==> src/rtl/synth_mul_pkg.sv <==
// Shared definitions for the sequential Q-format multiplier.
// State encoding and step/count sizing helpers.
package synth_mul_pkg;

    typedef enum logic [1:0] {
        S_IDLE = 2'd0,
        S_CALC = 2'd1,
        S_FIX  = 2'd2,
        S_DONE = 2'd3
    } state_t;

    // Number of CALC cycles for a given width and radix
    function automatic int calc_steps(input int w, input int s);
        return w / s;
    endfunction

    // Counter width able to hold 0..N
    function automatic int cnt_width(input int w, input int s);
        return $clog2(w / s + 1);
    endfunction

endpackage

==> src/rtl/mul_round_sat.sv <==
// Rounds the exact product to Q-format and clamps it to the
// signed or unsigned output range.
module mul_round_sat #(
    parameter int C_WIDTH = 8,
    parameter int C_FRAC  = 0
) (
    input  logic [2*C_WIDTH-1:0] i_full,
    input  logic                 i_signed,
    output logic [C_WIDTH-1:0]   o_y,
    output logic                 o_ovf
);

    // Two guard bits so the rounding add never wraps
    localparam int EW = 2 * C_WIDTH + 2;

    localparam logic signed [EW-1:0] C_HALF =
        (EW'(1) << C_FRAC) >> 1;
    localparam logic signed [EW-1:0] C_UMAX =
        {{(EW-C_WIDTH){1'b0}}, {C_WIDTH{1'b1}}};
    localparam logic signed [EW-1:0] C_SMAX =
        {{(EW-C_WIDTH+1){1'b0}}, {(C_WIDTH-1){1'b1}}};
    localparam logic signed [EW-1:0] C_SMIN =
        {{(EW-C_WIDTH+1){1'b1}}, {(C_WIDTH-1){1'b0}}};

    logic signed [EW-1:0] w_ext;
    logic signed [EW-1:0] w_rnd;
    logic signed [EW-1:0] w_shr;
    logic signed [EW-1:0] w_hi;
    logic signed [EW-1:0] w_lo;

    // Extend, round half up, then arithmetic shift (unsigned stays positive)
    always_comb begin
        w_ext = i_signed ? {{2{i_full[2*C_WIDTH-1]}}, i_full}
                         : {2'b00, i_full};
        w_rnd = w_ext + C_HALF;
        w_shr = w_rnd >>> C_FRAC;
        w_hi  = i_signed ? C_SMAX : C_UMAX;
        w_lo  = i_signed ? C_SMIN : '0;
    end

    // Clamp to the output range and flag when the clamp acted
    always_comb begin
        o_y   = w_shr[C_WIDTH-1:0];
        o_ovf = 1'b0;
        if (w_shr > w_hi) begin
            o_y   = w_hi[C_WIDTH-1:0];
            o_ovf = 1'b1;
        end else if (w_shr < w_lo) begin
            o_y   = w_lo[C_WIDTH-1:0];
            o_ovf = 1'b1;
        end
    end

endmodule

==> src/rtl/seq_multiplier_q.sv <==
// Multi-cycle shift-add multiplier with radix C_STEP, signed mode,
// full-precision product and rounded/saturated Q-format output.
module seq_multiplier_q #(
    parameter int C_WIDTH = 8,
    parameter int C_FRAC  = 0,
    parameter int C_STEP  = 1
) (
    input  logic                 ctl_clk,
    input  logic                 reset,
    input  logic                 trigger,
    input  logic                 is_signed,
    input  logic [C_WIDTH-1:0]   a,
    input  logic [C_WIDTH-1:0]   b,
    output logic                 ready,
    output logic                 done,
    output logic [C_WIDTH-1:0]   y,
    output logic [2*C_WIDTH-1:0] y_full,
    output logic                 ovf
);

    import synth_mul_pkg::*;

    localparam int N  = calc_steps(C_WIDTH, C_STEP);
    localparam int CW = cnt_width(C_WIDTH, C_STEP);
    localparam int W2 = 2 * C_WIDTH;

    state_t              r_state;
    logic [CW-1:0]       r_cnt;
    logic [W2-1:0]       r_acc;
    logic [W2-1:0]       r_mcand;
    logic [C_WIDTH-1:0]  r_mplier;
    logic                r_neg;
    logic                r_sgn;
    logic                r_ready;
    logic                r_done;
    logic [C_WIDTH-1:0]  r_y;
    logic [W2-1:0]       r_full;
    logic                r_ovf;

    logic [C_WIDTH-1:0]  w_mag_a;
    logic [C_WIDTH-1:0]  w_mag_b;
    logic [W2-1:0]       w_pp;
    logic [W2-1:0]       w_fix_full;
    logic [C_WIDTH-1:0]  w_y;
    logic                w_ovf;
    logic                w_accept;
    logic                w_last;

    // Operand magnitudes; -2^(W-1) maps exactly to 2^(W-1) unsigned
    always_comb begin
        w_mag_a = (is_signed && a[C_WIDTH-1]) ? (~a + 1'b1) : a;
        w_mag_b = (is_signed && b[C_WIDTH-1]) ? (~b + 1'b1) : b;
    end

    // Partial product of the next C_STEP multiplier bits
    always_comb begin
        w_pp = '0;
        for (int j = 0; j < C_STEP; j++) begin
            if (r_mplier[j]) begin
                w_pp = w_pp + (r_mcand << j);
            end
        end
    end

    // Sign fix-up of the finished magnitude product
    always_comb begin
        w_fix_full = r_neg ? (~r_acc + 1'b1) : r_acc;
        w_accept   = r_ready & trigger;
        w_last     = (r_cnt == CW'(N - 1));
    end

    mul_round_sat #(
        .C_WIDTH (C_WIDTH),
        .C_FRAC  (C_FRAC)
    ) u_round_sat (
        .i_full   (w_fix_full),
        .i_signed (r_sgn),
        .o_y      (w_y),
        .o_ovf    (w_ovf)
    );

    // Control FSM, accumulator and registered outputs
    always_ff @(posedge ctl_clk) begin
        if (!reset) begin
            r_state  <= S_IDLE;
            r_cnt    <= '0;
            r_acc    <= '0;
            r_mcand  <= '0;
            r_mplier <= '0;
            r_neg    <= 1'b0;
            r_sgn    <= 1'b0;
            r_ready  <= 1'b0;
            r_done   <= 1'b0;
            r_y      <= '0;
            r_full   <= '0;
            r_ovf    <= 1'b0;
        end else begin
            r_done <= 1'b0;
            unique case (r_state)
                S_IDLE, S_DONE: begin
                    if (w_accept) begin
                        r_acc    <= '0;
                        r_mcand  <= {{C_WIDTH{1'b0}}, w_mag_a};
                        r_mplier <= w_mag_b;
                        r_neg    <= is_signed & (a[C_WIDTH-1] ^ b[C_WIDTH-1]);
                        r_sgn    <= is_signed;
                        r_cnt    <= '0;
                        r_ready  <= 1'b0;
                        r_state  <= S_CALC;
                    end else begin
                        r_ready  <= 1'b1;
                        r_state  <= S_IDLE;
                    end
                end
                S_CALC: begin
                    r_acc    <= r_acc + w_pp;
                    r_mcand  <= r_mcand << C_STEP;
                    r_mplier <= r_mplier >> C_STEP;
                    r_cnt    <= r_cnt + 1'b1;
                    if (w_last) begin
                        r_state <= S_FIX;
                    end
                end
                S_FIX: begin
                    r_full  <= w_fix_full;
                    r_y     <= w_y;
                    r_ovf   <= w_ovf;
                    r_done  <= 1'b1;
                    r_ready <= 1'b1;
                    r_state <= S_DONE;
                end
            endcase
        end
    end

    assign ready  = r_ready;
    assign done   = r_done;
    assign y      = r_y;
    assign y_full = r_full;
    assign ovf    = r_ovf;

endmodule

==> config.mk <==
export PLATFORM = sky130hd
export DESIGN_NAME = seq_multiplier_q
export DESIGN_NICKNAME = d
export VERILOG_FILES = /design/src/rtl/synth_mul_pkg.sv /design/src/rtl/mul_round_sat.sv /design/src/rtl/seq_multiplier_q.sv
export SDC_FILE = /design/constraint.sdc
export NUM_CORES = 1
export LEC_CHECK = 0
export ABC_AREA = 1
export ABC_CLOCK_PERIOD_IN_PS = 4600
export BUFFER_PORTS_ARGS = -buffer_cell sky130_fd_sc_hd__buf_2
export CAP_MARGIN = 15
export CORE_MARGIN = 1
export CORE_UTILIZATION = 37
export DETAILED_ROUTE_END_ITERATION = 10
export PLACE_DENSITY = 0.66
export SETUP_SLACK_MARGIN = 0.15
export SLEW_MARGIN = 20
export SYNTH_ARGS = -nofsm -noshare
export SYNTH_HDL_FRONTEND = slang
export SYNTH_SLANG_ARGS = --single-unit
export TNS_END_PERCENT = 10
==> constraint.sdc <==
create_clock -name ctl_clk -period 4.6 [get_ports ctl_clk]
set_input_delay 0.23 -clock ctl_clk [delete_from_list [all_inputs] [get_ports ctl_clk]]
set_output_delay 0.23 -clock ctl_clk [all_outputs]
set_load 0.005 [all_outputs]
==> reports/metrics.cfg, run 1 <==
[routing]
dr.pass1.iters = 4
wl_met2_mm = 4.62
routedWlPerCell_um = 11.2
wl_met3_um = 329
drc = 0
m1WireLength_mm = 5.44
num_vias = 4522
final_antenna_net_count = 0
via_per_inst = 4.80
wl_mm = 10.6
routed.top_layer = met4
drt_iter0_markers = 266

[floorplan]
fp.dieH_um = 117
core_um2 = 12700
io-pin-count = 47
die_w_um = 117
dieArea_um2 = 13600
fp-row-count = 41
start_util_pct = 38.2

[cells_and_area]
drive_above_1_share_pct = 13.6
seq_area_um2 = 1500
fillers = 1382
multi_input_area_um2 = 2870
synthToLayoutAreaGrowth_pct = 13.4
final_nets = 820
n_antenna_cell = 0

[clock_network]
ctsHoldBuffers = 0
post_cts_buffers = 0
clk_pin_slew_worst_paths_ps = 60
clock_latency_ps = 340
clk_path_buf_depth = 2
cts_tree = done
cts_max_level = 3
cts_sinks = 75
numCtsBuffers = 9
cts_root_buf = clkbuf_16
cts_resized = 0

[synthesis]
synth_xor_area_share_pct = 2.14
synthCells = 732
avgSynthCellArea_um2 = 6.63
synth_commonest_cells = 196 x nand2_1, 90 x inv_1, 81 x a21oi_1, 75 x dfxtp_1, 61 x o21ai_0
synth-simple-area-share_pct = 28.6
synth.largest_area_cell = dfxtp_1
yosysMostFrequentCell = nand2_1
synth_edf_count = 0
ys_ff_latch = 75
synth_area_leaders = dfxtp_1 31%, nand2_1 15%, ha_1 8.8%
synth_top_family_by_area = simple AND/OR/NAND/NOR gates
yosysTopAreaCellShare_pct = 30.9
synth_fa_ha_area_share_pct = 9.18
synth_cell_types = 41
seq_area_frac_synth_pct = 30.9
muxShareOfSynthArea_pct = 0
synthArstFlopShare_pct = 0
synth_area_um2 = 4850
synthesis.nets = 787
synth-main-ff-cell = dfxtp_1
synth_compound_area_share_pct = 19.2
ys_warn_count = 0

[job]
cap_violations = 0

[worst_setup_path]
crit_path_start_kind = flop
rr_startpoint = r_neg
cp_slowest_cell = dfxtp_1
crit_path_start = r_neg
cp.arrival_ps = 3000
crit_type = reg -> reg
end_kind = flop
slowest_delay_ps = 940
cpMostUsedCell = nand2_1
crit_fanout = 29
path_cells = nand2_1 -> nand3_1 -> nand2_2 -> ha_1 -> a21oi_1 -> o21ai_0 -> nand2_1 -> nand4_1 -> nand2_1 -> nand2_1 -> o21ai_1 -> inv_1 -> nand2_1 -> nand3_2 -> a21oi_2
required_ps = 4870

[place]
post-place-ws_ps = 1870
io_buffers = 46
place_congestion = 0.810
dp_hpwl_mm = 7.83

[power_and_ir_drop]
power_leakage_nw = 2.84
vdd_ir_drop_max_uv = 167
powerDensity_nw_per_um2 = 380

[hold_path]
min_from = a[0]
hold_path_class = in -> reg

[timing]
tightest_slew_ps = 944
fin_skew_ps = 7.47
drv_slew = 0
period_share_pct = 59.3
fmax_mhz = 367
period_minus_slack_ps = 2730
max-slew-margin-rel_pct = 37.0
hold_violations = 0
tns_ps = 0
finalWorstSetupSlack_ps = 1870
setup_viol = 0
rsz0062_at_grt = no

[global_routing]
grt_pass1_wl_mm = 18.4
grt_pass1_vias = 4020
grt_antenna_before_repair = 0
overflow = 0
grt_max_degree = 39
grt_usage_pct = 17.0

[status]
status = finished, final reports clean

[state kept, by name (all words and copies together), names as in the netlist, 2 cells and up]
register and flops:
r_acc 16, y_full 16, r_state 2, r_mplier 8, r_cnt 4, y 8, r_mcand 16
[where the power goes]
group          leakage [nW]  internal [W]  switching, W
clock network         0.154      0.000440      0.000289
registers             0.609      0.000763     0.0000838
logic                  2.08      0.000178      0.000335
total                  2.84       0.00138      0.000708
[final timing paths]
kind | end | cells after the start | slack (ps)
setup reg to reg | y[7] | 15 | 1870
hold / removal | r_mcand[0] | 3 | 180
hold reg to reg | y_full[5] | 2 | 460
setup / recovery | y[7] | 15 | 1870
[cell type report]
cell class,instances,area share [%]
Tap cell,172,3.91
Multi-Input combinational cell,534,52.1
Sequential cell,75,27.3
Inverter,97,6.61
Clock buffer,10,4.34
Timing Repair Buffer,48,4.45
Clock inverter,6,1.27
[cells by family after synthesis]
| family | after synthesis |
|---|---|
| buffers and inverters | 123 |
| DFF | 75 |
| adders and majority gates | 35 |
| AOI/OAI and AO/OA | 175 |
| and+or+nand+nor | 313 |
| xor gates and xnor gates | 11 |
[metrics by stage]
stage / power [W] / hold WS (ps) / cells / utilization [%] / instance area, um2
floorplan: 0.00122 / 377 / 732 / - / 4850
global placement: 0.00137 / 443 / 926 / 40.8 / 5200
detailed placement: 0.00138 / 454 / 926 / 40.8 / 5200
CTS: 0.00211 / 173 / 942 / 43.3 / 5510
global route: 0.00224 / 198 / 942 / 43.3 / 5510
finish: 0.00209 / 181 / 942 / 43.3 / 5510
[metal layers]
layer  vias up  GRT usage [%]
met2        82           27.8
met5         -              0
met4         0           5.74
met1      1985           22.2
met3        13           3.43
li1       2442              -
[placed cells by master (no fill, tap or decap), types with 10 or more instances in the layout]
master / n
a21oi_1: 81
nand2_2: 10
inv_1: 90
o21ai_0: 61
buf_2: 46
dfxtp_1: 75
ha_1: 34
nor2_1: 43
nand2_1: 196
nand3_1: 31
[critical path: cells and delay by family, from the launching register on]
family,cells,cell delay [ps]
buffers and inverters,1,50
DFF,1,940
AOI/OAI and AO/OA,4,410
adders and majority gates,1,280
and+or+nand+nor,9,960
No activity file was read; power rests on OpenSTA's default activity.
==> run 2: changes to the inputs <==
--- a/config.mk
+++ b/config.mk
@@ -6,13 +6,13 @@
 export NUM_CORES = 1
 export LEC_CHECK = 0
 export ABC_AREA = 1
-export ABC_CLOCK_PERIOD_IN_PS = 4600
+export ABC_CLOCK_PERIOD_IN_PS = 2400
 export BUFFER_PORTS_ARGS = -buffer_cell sky130_fd_sc_hd__buf_2
 export CAP_MARGIN = 15
 export CORE_MARGIN = 1
 export CORE_UTILIZATION = 37
 export DETAILED_ROUTE_END_ITERATION = 10
-export PLACE_DENSITY = 0.66
+export PLACE_DENSITY = 0.68
 export SETUP_SLACK_MARGIN = 0.15
 export SLEW_MARGIN = 20
 export SYNTH_ARGS = -nofsm -noshare
==> constraint.sdc (replaced) <==
create_clock -name ctl_clk -period 2.4 [get_ports ctl_clk]
set_input_delay 0.12 -clock ctl_clk [delete_from_list [all_inputs] [get_ports ctl_clk]]
set_output_delay 0.12 -clock ctl_clk [all_outputs]
set_load 0.005 [all_outputs]
==> reports/metrics.cfg, run 2 (synthesized netlist as in run 1, its figures left out) <==
[worst_setup_path]
cp.arrival_ps = 2500  ; -500 ps
crit_path_start_kind = flop
crit_fanout = 5  ; -83%
end_kind = flop
required_ps = 2610  ; -2260 ps
reg2reg_slack_ps = 110  ; -1760 ps
crit_type = reg -> reg

[clock_network]
ctsHoldBuffers = 0  ; unchanged
cts_tree = done
cts_max_level = 3  ; unchanged
clk_pin_slew_worst_paths_ps = 60  ; about the same
clock_latency_ps = 340  ; about the same
clk_path_buf_depth = 2  ; unchanged
cts_root_buf = clkbuf_16
cts_sinks = 75  ; unchanged
numCtsBuffers = 9  ; unchanged

[global_routing]
grt_pass1_vias = 4370  ; +8.7%
grt_usage_pct = 17.9  ; +0.97 points
grt_pass1_wl_mm = 19.5  ; +6.4%
grt_antenna_before_repair = 0  ; unchanged
grt_max_degree = 39  ; unchanged
overflow = 0  ; unchanged

[power_and_ir_drop]
powerDensity_nw_per_um2 = 685  ; +80%
power_w = 0.00408  ; +95%
power_leakage_nw = 3.05  ; +7.5%
vdd_ir_drop_max_uv = 333  ; +99%

[cells_and_area]
layout_commonest_cell = nand2_1
final_cell_mix = 192 x nand2_1, 88 x inv_1, 76 x a21oi_1
synthToLayoutAreaGrowth_pct = 22.8
drive_above_1_share_pct = 22.4  ; +8.8 points
n_antenna_cell = 0  ; unchanged
finalInstanceArea_um2 = 5960  ; +8.3%
final_nets = 857  ; +4.5%

[place]
io_buffers = 46  ; unchanged
post-place-ws_ps = -27.1  ; -1900 ps
postPlaceCellArea_um2 = 5380  ; +3.5%
dp_hpwl_mm = 7.98  ; +2.0%
place_congestion = 0.857  ; +5.7%

[timing]
hold_violations = 0  ; unchanged
finalWorstSetupSlack_ps = 111  ; -1760 ps
period_share_pct = 95.4  ; +36 points
rsz0062_at_grt = yes
drv_slew = 0  ; unchanged
max-slew-margin-rel_pct = 69.7  ; +33 points
tightest_slew_ps = 455  ; -489 ps
fin_skew_ps = 8.43  ; +0.953 ps
fmax_mhz = 437  ; +19%
setup_viol = 0  ; unchanged
period_minus_slack_ps = 2290  ; -439 ps

[routing]
wl_mm = 11.5  ; +8.8%
wl_met3_um = 439  ; +33%
via_per_inst = 4.81  ; +0.16%
m1WireLength_mm = 5.47  ; +0.40%
dr.pass1.iters = 7  ; +3
final_antenna_net_count = 0  ; unchanged
wl_met2_mm = 5.37  ; +16%
drt_iter0_markers = 236  ; -11%
drc = 0  ; unchanged
num_vias = 4707  ; +4.1%
routed.top_layer = met4
routedWlPerCell_um = 11.7  ; +4.7%

[floorplan]
io-pin-count = 47  ; unchanged
dieArea_um2 = 13600  ; unchanged
core_um2 = 12700  ; unchanged
fp-row-count = 41  ; unchanged
die_w_um = 117  ; unchanged
start_util_pct = 38.2  ; unchanged
fp.dieH_um = 117  ; unchanged

[status]
status = finished, final reports clean

[job]
cap_violations = 0  ; unchanged

[hold_path]
hold_path_class = in -> reg

==> run 2: critical path, stage by stage, from the launching register on <==
cell and delay [ps]:
dfxtp_4 370, nor2_4 140, nand2_2 100, o21ai_4 140, xor2_2 90, ha_1 280, nand2_1 50, inv_1 50
nand2_1 60, nor2_2 80, nand2_1 50, nor2_1 90, nand2_1 70, a21oi_2 170, nand3_2 150, nand2_2 110
nand2_1 60, nand3_2 60, a21oi_2 50
==> run 2: through the flow <==
step	util, %	setup TNS, ps	hold WS (ps)	std cells
finish	46.9	0	46.4	979
detailed placement	42.3	-114	413	950
floorplan	-	0	267	732
CTS	45.7	0	50.8	973
global placement	42.3	0	411	950
global route	46.9	-827	48.3	979
==> run 2: repair_timing <==
item / 4_1_cts / 5_1_grt
endpoints found under the setup margin: 10 / 17
gates resized for setup: 27 / 30
buffers inserted: 7 / 6
pin swaps: 11 / 20
==> run 2: routing by layer <==
layer  up-vias  global-route usage (%)
li1       2512                       -
met1      2075                    23.0
met2        97                    29.9
met3        23                    3.53
met4         0                    6.33
met5         -                       0
==> run 2: where the power goes <==
group	internal [W]	switching, W
Clock	0.000812	0.000566
Combinational	0.000410	0.000701
Sequential	0.00146	0.000130
==> run 2: worst paths after layout <==
kind	depth (start not counted)	start	to
min reg2reg	2	y_full[5]	y_full[5]
min	3	b[0]	r_mplier[0]
max	18	r_acc[3]	y[7]
max reg2reg	18	r_acc[3]	y[7]
==> run 2: layout make-up <==
class | instances | area (um2)
Timing Repair Buffer | 85 | 527
Fill cell | 1329 | 6760
Multi-Input combinational cell | 534 | 3030
Clock buffer | 9 | 225
Inverter | 97 | 364
Sequential cell | 75 | 1520
Clock inverter | 7 | 75.1
Tap cell | 172 | 215
